<file path="config.mk">
export PLATFORM = sky130hd
export DESIGN_NAME = rst_release_sequencer
export DESIGN_NICKNAME = d
export VERILOG_FILES = /design/src/rtl/rst_release_sequencer.sv
export SDC_FILE = /design/constraint.sdc
export NUM_CORES = 1
export LEC_CHECK = 0
export CORE_UTILIZATION = 55
export CTS_CLUSTER_SIZE = 20
export DETAILED_ROUTE_END_ITERATION = 10
export DONT_BUFFER_PORTS = 1
export HOLD_SLACK_MARGIN = 0.08
export PLACE_DENSITY_LB_ADDON = 0.3
export SLEW_MARGIN = 20
export SYNTH_ARGS = -nofsm -noshare
export SYNTH_HDL_FRONTEND = slang
export SYNTH_SLANG_ARGS = --single-unit
</file>
<file path="constraint.sdc">
create_clock -name CLK -period 4.51 [get_ports CLK]
set_clock_uncertainty 0.15 [all_clocks]
set_input_delay 0.902 -clock CLK [delete_from_list [all_inputs] [get_ports CLK]]
set_output_delay 0.902 -clock CLK [all_outputs]
set_load 0.005 [all_outputs]
</file>
<file path="src/rtl/rst_release_sequencer.sv">
// Staged reset-release controller: holds all downstream blocks in reset, then
// releases the active-low resets one by one in index order with a programmable gap.
module rst_release_sequencer #(
    parameter int NUM_OUTS = 4,
    parameter int CNT_W    = 8,
    parameter int HOLD_CYC = 4
) (
    input  logic                CLK,
    input  logic                RST,
    input  logic                SW_RST_REQ,
    input  logic [CNT_W-1:0]    GAP_CFG,
    output logic [NUM_OUTS-1:0] OUT_RST_N,
    output logic                SEQ_DONE,
    output logic                BUSY,
    output logic                SW_RST_ACK
);

    localparam int IDX_W = (NUM_OUTS > 1) ? $clog2(NUM_OUTS) : 1;
    localparam logic [CNT_W-1:0] HOLD_LAST = CNT_W'(HOLD_CYC - 1);
    localparam logic [IDX_W-1:0] LAST_IDX  = IDX_W'(NUM_OUTS - 1);

    typedef enum logic [1:0] {
        HOLD,
        RELEASE,
        GAP,
        DONE
    } state_t;

    state_t           state;
    logic [CNT_W-1:0] cnt;
    logic [CNT_W-1:0] gap_lat;
    logic [IDX_W-1:0] idx;
    logic [IDX_W-1:0] idx_nxt;

    assign idx_nxt = idx + IDX_W'(1);

    // The release of a bit happens on the terminal-count edge of HOLD or GAP,
    // so RELEASE is never occupied between edges; this keeps G=0 back-to-back.
    always_ff @(posedge CLK or posedge RST) begin
        if (RST) begin
            state      <= HOLD;
            cnt        <= '0;
            gap_lat    <= '0;
            idx        <= '0;
            OUT_RST_N  <= '0;
            SEQ_DONE   <= 1'b0;
            BUSY       <= 1'b1;
            SW_RST_ACK <= 1'b0;
        end else begin
            SW_RST_ACK <= 1'b0;
            case (state)
                HOLD: begin
                    if (cnt == HOLD_LAST) begin
                        OUT_RST_N[0] <= 1'b1;
                        gap_lat      <= GAP_CFG;
                        cnt          <= '0;
                        idx          <= '0;
                        state        <= GAP;
                    end else begin
                        cnt <= cnt + CNT_W'(1);
                    end
                end
                GAP: begin
                    if (cnt == gap_lat) begin
                        OUT_RST_N[idx_nxt] <= 1'b1;
                        idx                <= idx_nxt;
                        cnt                <= '0;
                        if (idx_nxt == LAST_IDX) begin
                            SEQ_DONE <= 1'b1;
                            BUSY     <= 1'b0;
                            state    <= DONE;
                        end
                    end else begin
                        cnt <= cnt + CNT_W'(1);
                    end
                end
                DONE: begin
                    if (SW_RST_REQ) begin
                        OUT_RST_N  <= '0;
                        SEQ_DONE   <= 1'b0;
                        BUSY       <= 1'b1;
                        SW_RST_ACK <= 1'b1;
                        cnt        <= '0;
                        idx        <= '0;
                        state      <= HOLD;
                    end
                end
                default: begin
                    state <= HOLD;
                    cnt   <= '0;
                    idx   <= '0;
                end
            endcase
        end
    end

endmodule
</file>
==> impl_table.tex, run 1 <==
\begin{tabular}{lr}
\hline
Metric & Value \\
\hline
\multicolumn{2}{l}{\textbf{Detailed routing}} \\
Detail-routed via count per cell & 5.77 \\
Total Wirelength & 2290 um \\
Routed Antenna Nets & 0 \\
DRC violations left & 0 \\
Via total after detailed routing & just under 900 \\
DRC violation total after the first TritonRoute iteration & 22 \\
Pre-antenna DRT Iters & 4 \\
Routed WL per cell & 15.3 um \\
\multicolumn{2}{l}{\textbf{Place}} \\
Placed cell count & 146 \\
Placed instance area & 1440 um\^{}2 \\
Final weighted congestion in routability-driven placement & 0.813 \\
Port buffer count & 0 \\
Half-perimeter wire length after placement & approximately 1700 um \\
Pre-CTS WS & 2360 ps \\
\multicolumn{2}{l}{\textbf{Synth}} \\
Dominant cell by count in the synthesized netlist & sky130\_fd\_sc\_hd\_\_dfrtp\_1 \\
Commonest register cell after synthesis & sky130\_fd\_sc\_hd\_\_dfrtp\_1 \\
Synth cell count leaders & sky130\_fd\_sc\_hd\_\_dfrtp\_1, sky130\_fd\_sc\_hd\_\_nand2\_1, sky130\_fd\_sc\_hd\_\_mux2\_4 \\
Yosys top cell area share & 45.5\% \\
Number of distinct library cells after synthesis & 38 \\
Synthesized netlist net count & 135 \\
Syn Std Cell Area & between 1000 and 1500 um\^{}2 \\
Synthesized instance count & 119 \\
Share of synthesized flip-flops with an asynchronous set or reset & 100\% \\
Number of enable-type register cells in the synthesized netlist & 0 \\
Mean post-synth cell area & around 12 um\^{}2 \\
Portion of the post-synthesis area used by sequential elements & 47.3\% \\
Count of warnings emitted by yosys & 0 \\
Number of register bits inferred by synthesis & 27 \\
Top cells by area in the synthesized netlist & sky130\_fd\_sc\_hd\_\_dfrtp\_1, sky130\_fd\_sc\_hd\_\_mux2\_4, sky130\_fd\_sc\_hd\_\_ha\_1 \\
Most area-hungry cell type in the Yosys netlist & sky130\_fd\_sc\_hd\_\_dfrtp\_1 \\
\multicolumn{2}{l}{\textbf{Clock network}} \\
Number of setup buffers added after CTS & 0 \\
Clock insertion delay at the later pin of the skew report & 310 ps \\
Number of resized instances in the post-cts repair step & 0 \\
Clock edge transition at the registers on the reported setup and hold paths & 140 ps \\
H-tree depth & 1 \\
Clock sink total & 27 \\
Clock buffers created by TritonCTS & 3 \\
CTS hold repair buffers & 0 \\
Clock tree from TritonCTS & yes \\
Buffer type at the clock tree root & sky130\_fd\_sc\_hd\_\_clkbuf\_4 \\
Maximum buffer depth of the clock tree & 2 \\
\multicolumn{2}{l}{\textbf{Layout}} \\
Number of diodes added for antenna fixing & 0 \\
Number of non-filler instances in the completed layout & 150 \\
Number of nets in the finished design & $\sim$140 \\
Area Overhead vs Synth & 2.62\% \\
Post-route standard cell area excluding fillers & 1470 um\^{}2 \\
Utilization after layout & 59.2\% \\
Fraction of final layout cells with drive strength greater than 1 & 19.2\% \\
\multicolumn{2}{l}{\textbf{Power and ir drop}} \\
Sw frac & 39.2\% \\
Share of total power in the clock network & 10.3\% \\
Cell-internal power & just under 0.6 mW \\
Combinational Power Share & 41.4\% \\
Sequential Power Share & between 40\% and 50\% \\
Pwr Density & around 670 nW/um\^{}2 \\
Worst IR Drop VDD & 0.000419 V \\
Total net switching power & 0.384 mW \\
Leakage dissipation & 0.646 nW \\
\multicolumn{2}{l}{\textbf{Timing}} \\
Count of final max-slew check failures & 0 \\
Endpoints failing hold & 0 \\
Tcrit/Tclk final & 47.8\% \\
Max Fclk & 0.463 GHz \\
Worst path setup slack after routing & around 2400 ps \\
Final-layout setup total negative slack & 0 ps \\
Relative slew slack & 38.2\% \\
Slew at the pin closest to its max-slew limit & 921 ps \\
Unrepaired setup endpoints after global routing & no \\
Total of endpoints with negative setup slack in the final report & 0 \\
Min Clock Period, post-route & 2160 ps \\
\multicolumn{2}{l}{\textbf{Worst setup path}} \\
Standard cell with the maximum stage delay on the critical path & sky130\_fd\_sc\_hd\_\_nor3\_4 \\
Worst path required time & 4570 ps \\
Cells traversed along the worst timing path & ha\_1, nor2b\_1, nand3\_2, nor3\_4, mux2\_4 \\
Largest incremental delay on the critical path & 500 ps \\
Worst Setup End Kind & flip-flop \\
Peak fanout along the critical path & 9 \\
Crit start category & flip-flop \\
Critical path class & flip-flop to flip-flop \\
Worst endpoint data arrival time & around 2200 ps \\
\multicolumn{2}{l}{\textbf{Die}} \\
Floorplan core area & 2480 um\^{}2 \\
Number of ports placed on the die boundary & 18 \\
Overall die area & 2810 um\^{}2 \\
Initial Util & between 50 and 60\% \\
FP Rows & 18 \\
Overall die width & around 53 um \\
Height of the die & 53.0 um \\
\multicolumn{2}{l}{\textbf{Outcome}} \\
Status & completed \\
\multicolumn{2}{l}{\textbf{Flow run}} \\
Number of maximum-capacitance violations & 0 \\
\multicolumn{2}{l}{\textbf{GRT}} \\
Global-route wire length before repair & roughly 3800 um \\
Overall Global Routing Usage & 18.7\% \\
Maximum number of pins on one net before global-route repair & 28 \\
Antenna violations before repair & 0 \\
Total global routing overflow & 0 \\
Via count of the first global-routing pass & 805 \\
\multicolumn{2}{l}{\textbf{Worst hold path}} \\
Type of the tightest min-delay check & flip-flop to flip-flop \\
\hline
\end{tabular}
[path summary, 6_finish.rpt]
| check | start | slack (ps) | cells after the start | to |
|---|---|---|---|---|
| min reg2reg | SEQ_DONE | 380 | 2 | SEQ_DONE |
| min in group asynchronous | RST | 390 | 1 | OUT_RST_N[0] |
| min | SEQ_DONE | 380 | 2 | SEQ_DONE |
| max reg2reg | cnt[0] | 2350 | 5 | gap_lat[4] |
| max | cnt[0] | 2350 | 5 | gap_lat[4] |
| max in group asynchronous | RST | 3400 | 1 | cnt[1] |
[sequential cells by signal (all words and copies together) (netlist names)]
name	cells
cnt	8
SW_RST_ACK	1
idx	2
SEQ_DONE	1
BUSY	1
OUT_RST_N	4
gap_lat	8
state	2
[per-stage QoR]
step	hold slack, ps	total power [mW]
floorplan	321	0.828
global placement	344	0.869
detailed placement	345	0.886
CTS	377	0.987
global route	406	1.05
finish	376	0.979
[per-layer routing]
metal	global-route usage, %	part of all wire, %
met4	3.95	0.39
met3	3.45	3.3
met2	27.6	46
met5	0	0
met1	28.3	51
[layout by cell type (no fill, tap or decap), drive strengths merged, types with 2 or more instances in the layout]
cell | synthesis | layout
and2 | 2 | 2
xnor2 | 8 | 8
nand3 | 5 | 5
a21o | 2 | 2
ha | 5 | 5
or2 | 3 | 3
nand2 | 14 | 14
nor2 | 6 | 6
inv | 5 | 4
o31ai | 2 | 2
mux2 | 8 | 8
nor3 | 6 | 6
nor2b | 2 | 2
dfrtp | 26 | 26
o21ai | 3 | 3
a22o | 5 | 5
a311o | 2 | 2
clkbuf | 1 | 4
[critical path, delay by kind of cell, from the launching register on]
family	cells	cell delay, ps
fa+ha+maj	1	210
mux	1	350
simple gates	3	910
flops	1	440
[power by group through the flow]
stage / clock, mW / combinational (mW) / sequential, mW
floorplan: 0 / 0.392 / 0.436
global placement: 0 / 0.394 / 0.475
detailed placement: 0 / 0.409 / 0.477
CTS: 0.103 / 0.411 / 0.473
global route: 0.112 / 0.450 / 0.490
finish: 0.101 / 0.406 / 0.472
[logic make-up (layout without fill, tap and decap cells)]
family | after synthesis | after routing | share of synthesized area [%]
flops | 27 | 27 | 47.3
mux | 8 | 8 | 8.40
xor+xnor | 9 | 9 | 6.56
fa+ha+maj | 5 | 5 | 4.37
simple gates | 41 | 41 | 17.4
compound gates | 21 | 21 | 12.8
buf+inv | 8 | 9 | 3.15
[layout make-up]
class | count | area (um^2)
Sequential cell | 27 | 677
Fill cell | 204 | 1010
Multi-Input combinational cell | 84 | 708
Tap cell | 30 | 37.5
Clock buffer | 4 | 26.3
Inverter | 5 | 18.8
Power figures use the tool's default switching activity.
==> inputs of run 2 (changes only) <==
==> constraint.sdc (replaced) <==
create_clock -name CLK -period 2.1 [get_ports CLK]
set_clock_uncertainty 0.15 [all_clocks]
set_input_delay 0.42 -clock CLK [delete_from_list [all_inputs] [get_ports CLK]]
set_output_delay 0.42 -clock CLK [all_outputs]
set_load 0.005 [all_outputs]
==> impl_table.tex, run 2 (synthesis gave the netlist of run 1 again) <==
\begin{tabular}{lr}
\hline
Metric & Value \\
\hline
\multicolumn{2}{l}{\textbf{Clock network}} \\
Clock buffers created by TritonCTS & 3 (unchanged) \\
Clock tree from TritonCTS & yes \\
Maximum buffer depth of the clock tree & 2 (unchanged) \\
Clock sink total & 27 (unchanged) \\
H-tree depth & 1 (unchanged) \\
Buffer type at the clock tree root & sky130\_fd\_sc\_hd\_\_clkbuf\_4 \\
Clock insertion delay at the later pin of the skew report & 330 ps (+20 ps) \\
Clock edge transition at the registers on the reported setup and hold paths & 140 ps (about the same) \\
\multicolumn{2}{l}{\textbf{Layout}} \\
Number of diodes added for antenna fixing & 0 (unchanged) \\
Leading cell types in the layout, fill and taps excluded & sky130\_fd\_sc\_hd\_\_dfrtp\_1, sky130\_fd\_sc\_hd\_\_nand2\_1, sky130\_fd\_sc\_hd\_\_dlygate4sd3\_1 \\
Fraction of final layout cells with drive strength greater than 1 & 23.5\% (+4.4 points) \\
Final-layout fill cell count & 192 (-5.9\%) \\
Number of nets in the finished design & 153 (+12\%) \\
Area Overhead vs Synth & 12.9\% \\
Number of non-filler instances in the completed layout & 166 (+11\%) \\
Utilization after layout & 65.2\% (+5.9 points) \\
Biggest registers after layout & cnt (8), gap\_lat (8), OUT\_RST\_N (4) \\
Most common cell after layout, fill and taps aside & sky130\_fd\_sc\_hd\_\_dfrtp\_1 \\
\multicolumn{2}{l}{\textbf{Worst setup path}} \\
Worst endpoint data arrival time & 2080 ps (-140 ps) \\
Cells traversed along the worst timing path & xnor2\_2, nand4\_4, o31ai\_4, nor3\_1, a311o\_1 \\
Launch instance of the worst register-to-register path & cnt[4] \\
Worst path required time & 2170 ps (-2400 ps) \\
Largest delay contributor family on the critical path & compound AO/OA/AOI/OAI gates \\
Number of buffers and inverters on the critical path & 0 (unchanged) \\
Critical path launch point & cnt[4] \\
Worst Setup End Kind & flip-flop \\
Peak fanout along the critical path & 7 (-2) \\
Crit start category & flip-flop \\
Largest incremental delay on the critical path & 500 ps (about the same) \\
Critical path class & flip-flop to flip-flop \\
Standard cell with the maximum stage delay on the critical path & sky130\_fd\_sc\_hd\_\_dfrtp\_2 \\
\multicolumn{2}{l}{\textbf{Die}} \\
Height of the die & 53.0 um (unchanged) \\
Floorplan core area & 2480 um\^{}2 (unchanged) \\
FP Rows & 18 (unchanged) \\
Overall die area & 2810 um\^{}2 (unchanged) \\
Number of ports placed on the die boundary & 18 (unchanged) \\
Overall die width & 53.0 um (unchanged) \\
Initial Util & 57.7\% (unchanged) \\
\multicolumn{2}{l}{\textbf{Timing}} \\
Endpoints failing hold & 0 (unchanged) \\
Max Fclk & 0.497 GHz (+7.2\%) \\
Count of final max-slew check failures & 0 (unchanged) \\
Min Clock Period, post-route & 2010 ps (-145 ps) \\
Worst path setup slack after routing & 87.5 ps (-2260 ps) \\
Total of endpoints with negative setup slack in the final report & 0 (unchanged) \\
Tcrit/Tclk final & 95.8\% (+48 points) \\
Final-layout setup total negative slack & 0 ps (unchanged) \\
Hold\_ws & 145 ps (-232 ps) \\
Slew at the pin closest to its max-slew limit & 535 ps (-386 ps) \\
Relative slew slack & 64.2\% (+26 points) \\
\multicolumn{2}{l}{\textbf{Detailed routing}} \\
DRC violation total after the first TritonRoute iteration & 21 (-4.5\%) \\
Via total after detailed routing & 960 (+11\%) \\
Routed Antenna Nets & 0 (unchanged) \\
Pre-antenna DRT Iters & 4 (unchanged) \\
DRC violations left & 0 (unchanged) \\
Detail-routed via count per cell & 5.78 (+0.29\%) \\
Total Wirelength & 2640 um (+15\%) \\
Routed WL per cell & 15.9 um (+4.1\%) \\
\multicolumn{2}{l}{\textbf{Place}} \\
Half-perimeter wire length after placement & 1910 um (+11\%) \\
Placed cell count & 150 (+2.7\%) \\
Port buffer count & 0 (unchanged) \\
Pre-CTS WS & 69.4 ps (-2290 ps) \\
Final weighted congestion in routability-driven placement & 0.875 (+7.7\%) \\
\multicolumn{2}{l}{\textbf{Flow run}} \\
Number of maximum-capacitance violations & 0 (unchanged) \\
\multicolumn{2}{l}{\textbf{GRT}} \\
Maximum number of pins on one net before global-route repair & 28 (unchanged) \\
Global-route wire length before repair & 4420 um (+17\%) \\
Via count of the first global-routing pass & 965 (+20\%) \\
Total global routing overflow & 0 (unchanged) \\
Antenna violations before repair & 0 (unchanged) \\
Overall Global Routing Usage & 22.1\% (+3.4 points) \\
\multicolumn{2}{l}{\textbf{Outcome}} \\
Status & completed \\
\multicolumn{2}{l}{\textbf{Power and ir drop}} \\
Pwr Density & 1360 nW/um\^{}2 (+100\%) \\
Worst IR Drop VDD & 0.000815 V (+94\%) \\
Leakage dissipation & 0.724 nW (+12\%) \\
\multicolumn{2}{l}{\textbf{Worst hold path}} \\
Type of the tightest min-delay check & input pin to flip-flop \\
Critical hold path startpoint & SW\_RST\_REQ \\
\hline
\end{tabular}
==> run 2: path summary, 6_finish.rpt <==
| path | slack, ps | cells after the start | end |
|---|---|---|---|
| max | 90 | 5 | cnt[6] |
| min | 140 | 2 | state[1] |
| max reg2reg | 90 | 5 | cnt[6] |
| min reg2reg | 370 | 2 | SEQ_DONE |
| max in group asynchronous | 1070 | 3 | BUSY |
| min in group asynchronous | 430 | 3 | OUT_RST_N[0] |
==> run 2: what timing repair did <==
action / in CTS / in global routing
setup endpoints to repair: 0 / 10
gates resized for setup: 0 / 2
setup buffers: 0 / 3
endpoints found under the hold margin: 34 / 0
hold buffers: 9 / 0
==> run 2: area by class of cell <==
class / instances / area [um^2] / area share (%)
multi-input combinational: 84 / 711 / 44.0
tap: 30 / 37.5 / 2.33
timing repair buffer: 16 / 143 / 8.84
inverter: 5 / 18.8 / 1.16
clock buffer: 4 / 26.3 / 1.63
sequential: 27 / 678 / 42.0
==> run 2: worst register-to-register path, delay by kind of cell (launching register included) <==
family,cells,cell delay (ps)
AO/OA/AOI/OAI,2,740
flip-flops,1,500
AND/OR/NAND/NOR,2,280
XOR/XNOR,1,250
==> run 2: routing by layer <==
| metal | up-vias | wire, um | track usage, % |
|---|---|---|---|
| li1 | 451 | - | - |
| met1 | 477 | 1180 | 30.6 |
| met2 | 28 | 1310 | 35.4 |
| met3 | 4 | 108 | 2.87 |
| met4 | 0 | 46 | 7.89 |
| met5 | - | 0 | 0 |
==> run 2: where the power goes <==
| part | total, mW | internal [mW] | switching, mW |
|---|---|---|---|
| clock network | 0.225 | 0.0745 | 0.150 |
| registers | 1.01 | 0.756 | 0.253 |
| logic | 0.960 | 0.497 | 0.463 |
==> run 2: through the flow <==
stage / power, mW / area, um^2
after floorplan: 1.78 / 1430
after global placement: 1.89 / 1470
after detailed placement: 1.93 / 1470
after CTS: 2.17 / 1590
after global routing: 2.35 / 1610
final: 2.19 / 1610
==> inputs of run 3 (changes only) <==
--- a/config.mk
+++ b/config.mk
@@ -15,3 +15,4 @@
 export SYNTH_ARGS = -nofsm -noshare
 export SYNTH_HDL_FRONTEND = slang
 export SYNTH_SLANG_ARGS = --single-unit
+export TNS_END_PERCENT = 100
==> results of run 3 <==
Same layout as run 2: the final DEF is identical, and so are final timing and power.
